===== config.mk =====
export PLATFORM = sky130hd
export DESIGN_NAME = multi_street_tlc
export DESIGN_NICKNAME = d
export VERILOG_FILES = /design/src/rtl/multi_street_tlc.sv
export SDC_FILE = /design/constraint.sdc
export NUM_CORES = 1
export LEC_CHECK = 0
export CORE_MARGIN = 3
export CORE_UTILIZATION = 54
export DETAILED_ROUTE_END_ITERATION = 10
export GPL_TIMING_DRIVEN = 0
export HOLD_SLACK_MARGIN = 0.05
export PLACE_DENSITY = 0.84
export SYNTH_ARGS = -nofsm -noshare
export SYNTH_HDL_FRONTEND = slang
export SYNTH_SLANG_ARGS = --single-unit

===== constraint.sdc =====
create_clock -name clk -period 2.6 [get_ports clk]
set_input_delay 0.52 -clock clk [delete_from_list [all_inputs] [get_ports clk]]
set_output_delay 0.52 -clock clk [all_outputs]
set_load 0.02 [all_outputs]

===== src/rtl/multi_street_tlc.sv =====
// ---------------------------------------------------------------------------
// multi_street_tlc
// Parametrised N-street traffic light controller. One street at a time owns
// the green/yellow/all-red phase; waiting streets are served round-robin and
// an emergency request can preempt the current green.
//
// Ports
//   clk          in   rising-edge clock
//   reset        in   synchronous, active-high reset
//   traffic      in   [NUM_STREETS] vehicle-present per street
//   emg_req      in   emergency preemption request (level)
//   emg_street   in   [IDX_W] street requested by emergency (>= NUM_STREETS ignored)
//   lights       out  [NUM_STREETS] colors, registered
//   active       out  [IDX_W] street owning the current phase
//   next_street  out  [IDX_W] street latched for the next green
//
// state   | meaning
// --------+--------------------------------------------------------------
// GREEN   | active street green, all others red
// YELLOW  | active street yellow for YELLOW_CYC cycles
// ALLRED  | every street red for ALL_RED_CYC cycles, then next_street green
// ---------------------------------------------------------------------------

package light_package;
  typedef enum logic [1:0] {
    green  = 2'd0,
    yellow = 2'd1,
    red    = 2'd2
  } colors;
endpackage

module multi_street_tlc
  import light_package::*;
#(
  parameter int NUM_STREETS = 3,
  parameter int GREEN_MIN   = 4,
  parameter int GREEN_MAX   = 8,
  parameter int YELLOW_CYC  = 2,
  parameter int ALL_RED_CYC = 1,
  parameter int IDX_W       = $clog2(NUM_STREETS)
) (
  input  logic                    clk,
  input  logic                    reset,
  input  logic [NUM_STREETS-1:0]  traffic,
  input  logic                    emg_req,
  input  logic [IDX_W-1:0]        emg_street,
  output colors [NUM_STREETS-1:0] lights,
  output logic [IDX_W-1:0]        active,
  output logic [IDX_W-1:0]        next_street
);

  localparam logic [1:0] ST_GREEN  = 2'd0;
  localparam logic [1:0] ST_YELLOW = 2'd1;
  localparam logic [1:0] ST_ALLRED = 2'd2;

  // The timer must be able to reach the longest interval it is compared to.
  localparam int TMR_LIM_I = (GREEN_MAX >= YELLOW_CYC && GREEN_MAX >= ALL_RED_CYC) ? GREEN_MAX :
                             (YELLOW_CYC >= ALL_RED_CYC) ? YELLOW_CYC : ALL_RED_CYC;
  localparam int TMR_W     = $clog2(TMR_LIM_I + 1);

  localparam logic [TMR_W-1:0] TMR_LIM    = TMR_W'(TMR_LIM_I);
  // tmr counts edges since state entry, so the state has been displayed for
  // tmr+1 cycles when an edge is evaluated; compare against interval-1.
  localparam logic [TMR_W-1:0] GMIN_LAST  = TMR_W'(GREEN_MIN - 1);
  localparam logic [TMR_W-1:0] GMAX_LAST  = TMR_W'(GREEN_MAX - 1);
  localparam logic [TMR_W-1:0] YEL_LAST   = TMR_W'(YELLOW_CYC - 1);
  localparam logic [TMR_W-1:0] AR_LAST    = TMR_W'(ALL_RED_CYC - 1);

  logic [1:0]             state_q, state_d;
  logic [IDX_W-1:0]       active_q, active_d;
  logic [IDX_W-1:0]       next_q, next_d;
  logic [TMR_W-1:0]       tmr_q, tmr_d;
  colors [NUM_STREETS-1:0] lights_q, lights_d;

  logic                   emg_valid;
  logic [NUM_STREETS-1:0] self_mask;
  logic                   other_waiting;
  logic                   min_exit;
  logic                   max_exit;

  // First requesting street after cur, wrapping; cur is returned if none.
  function automatic logic [IDX_W-1:0] rr_pick(input logic [NUM_STREETS-1:0] req,
                                               input logic [IDX_W-1:0]       cur);
    logic [IDX_W-1:0] pick;
    logic [IDX_W-1:0] idx;
    logic             found;
    int               sum;
    pick  = cur;
    found = 1'b0;
    for (int k = 1; k < NUM_STREETS; k++) begin
      sum = int'(cur) + k;
      if (sum >= NUM_STREETS) sum = sum - NUM_STREETS;
      idx = IDX_W'(sum);
      if (!found && req[idx]) begin
        pick  = idx;
        found = 1'b1;
      end
    end
    return pick;
  endfunction

  always_comb begin
    emg_valid = emg_req && (int'(emg_street) < NUM_STREETS);

    self_mask           = '0;
    self_mask[active_q] = 1'b1;
    other_waiting       = |(traffic & ~self_mask);

    min_exit = (tmr_q >= GMIN_LAST) && !traffic[active_q];
    max_exit = (tmr_q >= GMAX_LAST);
  end

  always_comb begin
    state_d  = state_q;
    active_d = active_q;
    next_d   = next_q;
    tmr_d    = (tmr_q == TMR_LIM) ? tmr_q : tmr_q + 1'b1;

    case (state_q)
      ST_GREEN: begin
        next_d = active_q;
        if (emg_valid) begin
          // Emergency for the green street holds it; any other street preempts.
          if (emg_street != active_q) begin
            state_d = ST_YELLOW;
            next_d  = emg_street;
          end
        end else if (other_waiting && (min_exit || max_exit)) begin
          state_d = ST_YELLOW;
          next_d  = rr_pick(traffic, active_q);
        end
      end

      ST_YELLOW: begin
        if (emg_valid) next_d = emg_street;
        if (tmr_q >= YEL_LAST) state_d = ST_ALLRED;
      end

      ST_ALLRED: begin
        if (emg_valid) next_d = emg_street;
        if (tmr_q >= AR_LAST) begin
          state_d  = ST_GREEN;
          active_d = next_d;
        end
      end

      default: begin
        state_d  = ST_GREEN;
        active_d = '0;
        next_d   = '0;
      end
    endcase

    if (state_d != state_q) tmr_d = '0;

    // Lights are derived from the next state so they register with it.
    for (int i = 0; i < NUM_STREETS; i++) lights_d[i] = red;
    if (state_d == ST_GREEN)       lights_d[active_d] = green;
    else if (state_d == ST_YELLOW) lights_d[active_d] = yellow;
  end

  always_ff @(posedge clk) begin
    if (reset) begin
      state_q  <= ST_GREEN;
      active_q <= '0;
      next_q   <= '0;
      tmr_q    <= '0;
      for (int i = 0; i < NUM_STREETS; i++) lights_q[i] <= (i == 0) ? green : red;
    end else begin
      state_q  <= state_d;
      active_q <= active_d;
      next_q   <= next_d;
      tmr_q    <= tmr_d;
      lights_q <= lights_d;
    end
  end

  assign lights      = lights_q;
  assign active      = active_q;
  assign next_street = next_q;

endmodule

==> flow_metrics.tcl <==
set metrics [dict create \
    wl_um 3050 \
    ir_worst_vdd_mv 0.468 \
    crit_path_end_kind "register" \
    start_kind "register" \
    power.total_uw 850 \
    nets 198 \
    min_period_ps 2370 \
    ios 18 \
    hold_viol 0 \
    syn_area_mm2 0.00128 \
    dpl_cell_area_mm2 0.00147 \
    ys_ff_latch 16 \
    drc 0 \
    cts_buffer_depth 2 \
    syn_to_final_growth_pct 18.0 \
    synth_cells 157 \
    cap_violations 0 \
    overflow 0 \
    die_x_um 54.7 \
    ys_types 49 \
    core_area_mm2 0.00223 \
    place_congestion 0.942 \
    vias 1221 \
    tritoncts "done" \
    yosys_warnings 0 \
    first_global_vias 1086 \
    max_freq_mhz 421 \
    drive_above_1_share_pct 10.2 \
    syn_area_per_cell_um2 8.17 \
    worstSetupPathType "reg -> reg" \
    cpMaxStageDelayCell "dfxtp_1" \
    setup_violations 0 \
    ant_nets 0 \
    powerDensity_mw_per_mm2 562 \
    async_flop_share_pct 0 \
    numClockSinks 16 \
    grt_first_pass_wirelength_um 4860 \
    synthFlopType "dfxtp_1" \
    synth_top_area_share_pct 25.0 \
    hpwl_um 2320 \
    avgRoutedWirePerCell_um 15.0 \
    slew_viol_final 0 \
    grt_usage_pct 22.7 \
    htree_levels 1 \
    cts-root-buf "clkbuf_4" \
    cp_max_fo 10 \
    clkTransAtPathRegs_ps 120 \
    grt_max_degree 11 \
    power_leakage_uw 0.000609 \
    portBuffers 15 \
    initial_core_util_pct 57.4 \
    cts-hold-fix-buffers 0 \
    fillCellCount 192 \
    row_count 17 \
    worst_slew_pin_slew_ps 551 \
    rsz0062_at_grt "no" \
    yosysMostFrequentCell "dfxtp_1" \
    yosys-top-cells-count "dfxtp_1 (16), ha_1 (13), nor2_1 (12)" \
    cts.repair_timing.setup_buffer_count 0 \
    numCtsBuffers 3 \
    syn_nets 178 \
    synth_area_leaders "dfxtp_1 (25%), ha_1 (13%), o21ai_0 (4.3%)" \
    cp_data_arrival_time_ps 2590 \
    hold_path.class "reg -> reg" \
    seq_area_frac_synth_pct 25.0 \
    crit_required_ps 2820 \
    status "finished clean" \
    worstSkewPairLatency_ps 310 \
    num_antenna_cells 0 \
    synth_edf_count 0 \
    period_share_pct 91.3 \
    path_cells "clkbuf_2, inv_1, ha_1, or2b_1, a32oi_1, and3_1, buf_6, a221o_2, nor4bb_1" \
    antenna_found_initial 0 \
    drtIter0Drc 34 \
    synth_area_leader_cell "dfxtp_1" \
    maxSlewHeadroom_pct 62.7 \
    cp_slowest_stage_delay_ps 490 \
    drt-vias-per-instance 5.99 \
    finalClockSkew_ps 13.2 \
    die_h_um 54.7 \
    firstDrtPassIters 5 \
    fin_area_mm2 0.00151 \
    dieArea_mm2 0.00300 \
]
[kinds of logic after synthesis]
| group | synth area share, % |
|---|---|
| flip-flops | 25.0 |
| XOR/XNOR | 2.05 |
| multiplexers | 2.44 |
| AO/OA/AOI/OAI | 26.0 |
| adder cells (fa/ha/maj) | 12.7 |
| AND/OR/NAND/NOR | 26.2 |
| buffers and inverters | 5.66 |
[what timing repair did]
action | in CTS | in global routing
hold endpoints to repair | 0 | 0
gates resized for setup | 2 | 3
endpoints found under the setup margin | 1 | 7
pin swaps | 0 | 0
[flip-flops by register name, indices dropped and copies added, names as in the netlist]
signal,cells
tmr_q,4
next_street,2
active,2
state_q,2
lights,6
[power by group]
group | internal, uW | switching [uW]
Sequential | 278 | 36.4
Clock | 85.5 | 95.2
Combinational | 152 | 203
[area by class of cell]
class                           count  area (um^2)  share of cell area [%]
Buffer                              7         37.5                    2.48
Clock buffer                        4         36.3                    2.40
Inverter                           10         37.5                    2.48
Multi-Input combinational cell    124          896                    59.2
Sequential cell                    16          320                    21.2
Tap cell                           28         35.0                    2.32
Timing Repair Buffer               15          150                    9.93
[worst max-delay path, delay by kind of cell, from the launching register on]
family | cells | cell delay, ps
DFF | 1 | 490
AOI/OAI and AO/OA | 2 | 470
and+or+nand+nor | 3 | 610
adders and majority gates | 1 | 210
buffers and inverters | 3 | 510
[worst paths after layout]
path              startpoint   endpoint  slack [ps]  cells after the start
setup / recovery   active[0]  lights[2]         230                      9
hold / removal      tmr_q[2]   tmr_q[2]         570                      2
setup reg to reg   active[0]  lights[2]         230                      9
hold reg to reg     tmr_q[2]   tmr_q[2]         570                      2
[layer usage]
layer / wire length [um] / GRT usage [%]
met1: 1470 / 28.5
met2: 1340 / 35.8
met5: 0 / 0
met4: 68 / 11.6
met3: 178 / 4.90
[cells in the final DEF, fill, tap and decap left out, types with 3 or more instances in the layout]
cell	n
a21oi_1	9
clkbuf_1	3
clkbuf_4	3
clkdlybuf4s50_1	15
dfxtp_1	16
ha_1	13
inv_1	10
nand2_1	11
nand2b_1	8
nand3_1	3
nand4_1	3
nor2_1	12
nor2b_1	7
o21ai_0	11
[stage by stage]
step           instances  worst slack (ps)  TNS, ps  hold WS, ps  util [%]
2_1_floorplan        157               189        0          510         -
3_3_place_gp         200              15.7        0          539      65.7
3_5_place_dp         200              -149     -154          545      65.7
4_1_cts              204              16.8        0          565      67.5
5_1_grt              204              41.8        0          585      67.7
6_report             204               227        0          566      67.7
(Power assumes the default switching activity.)
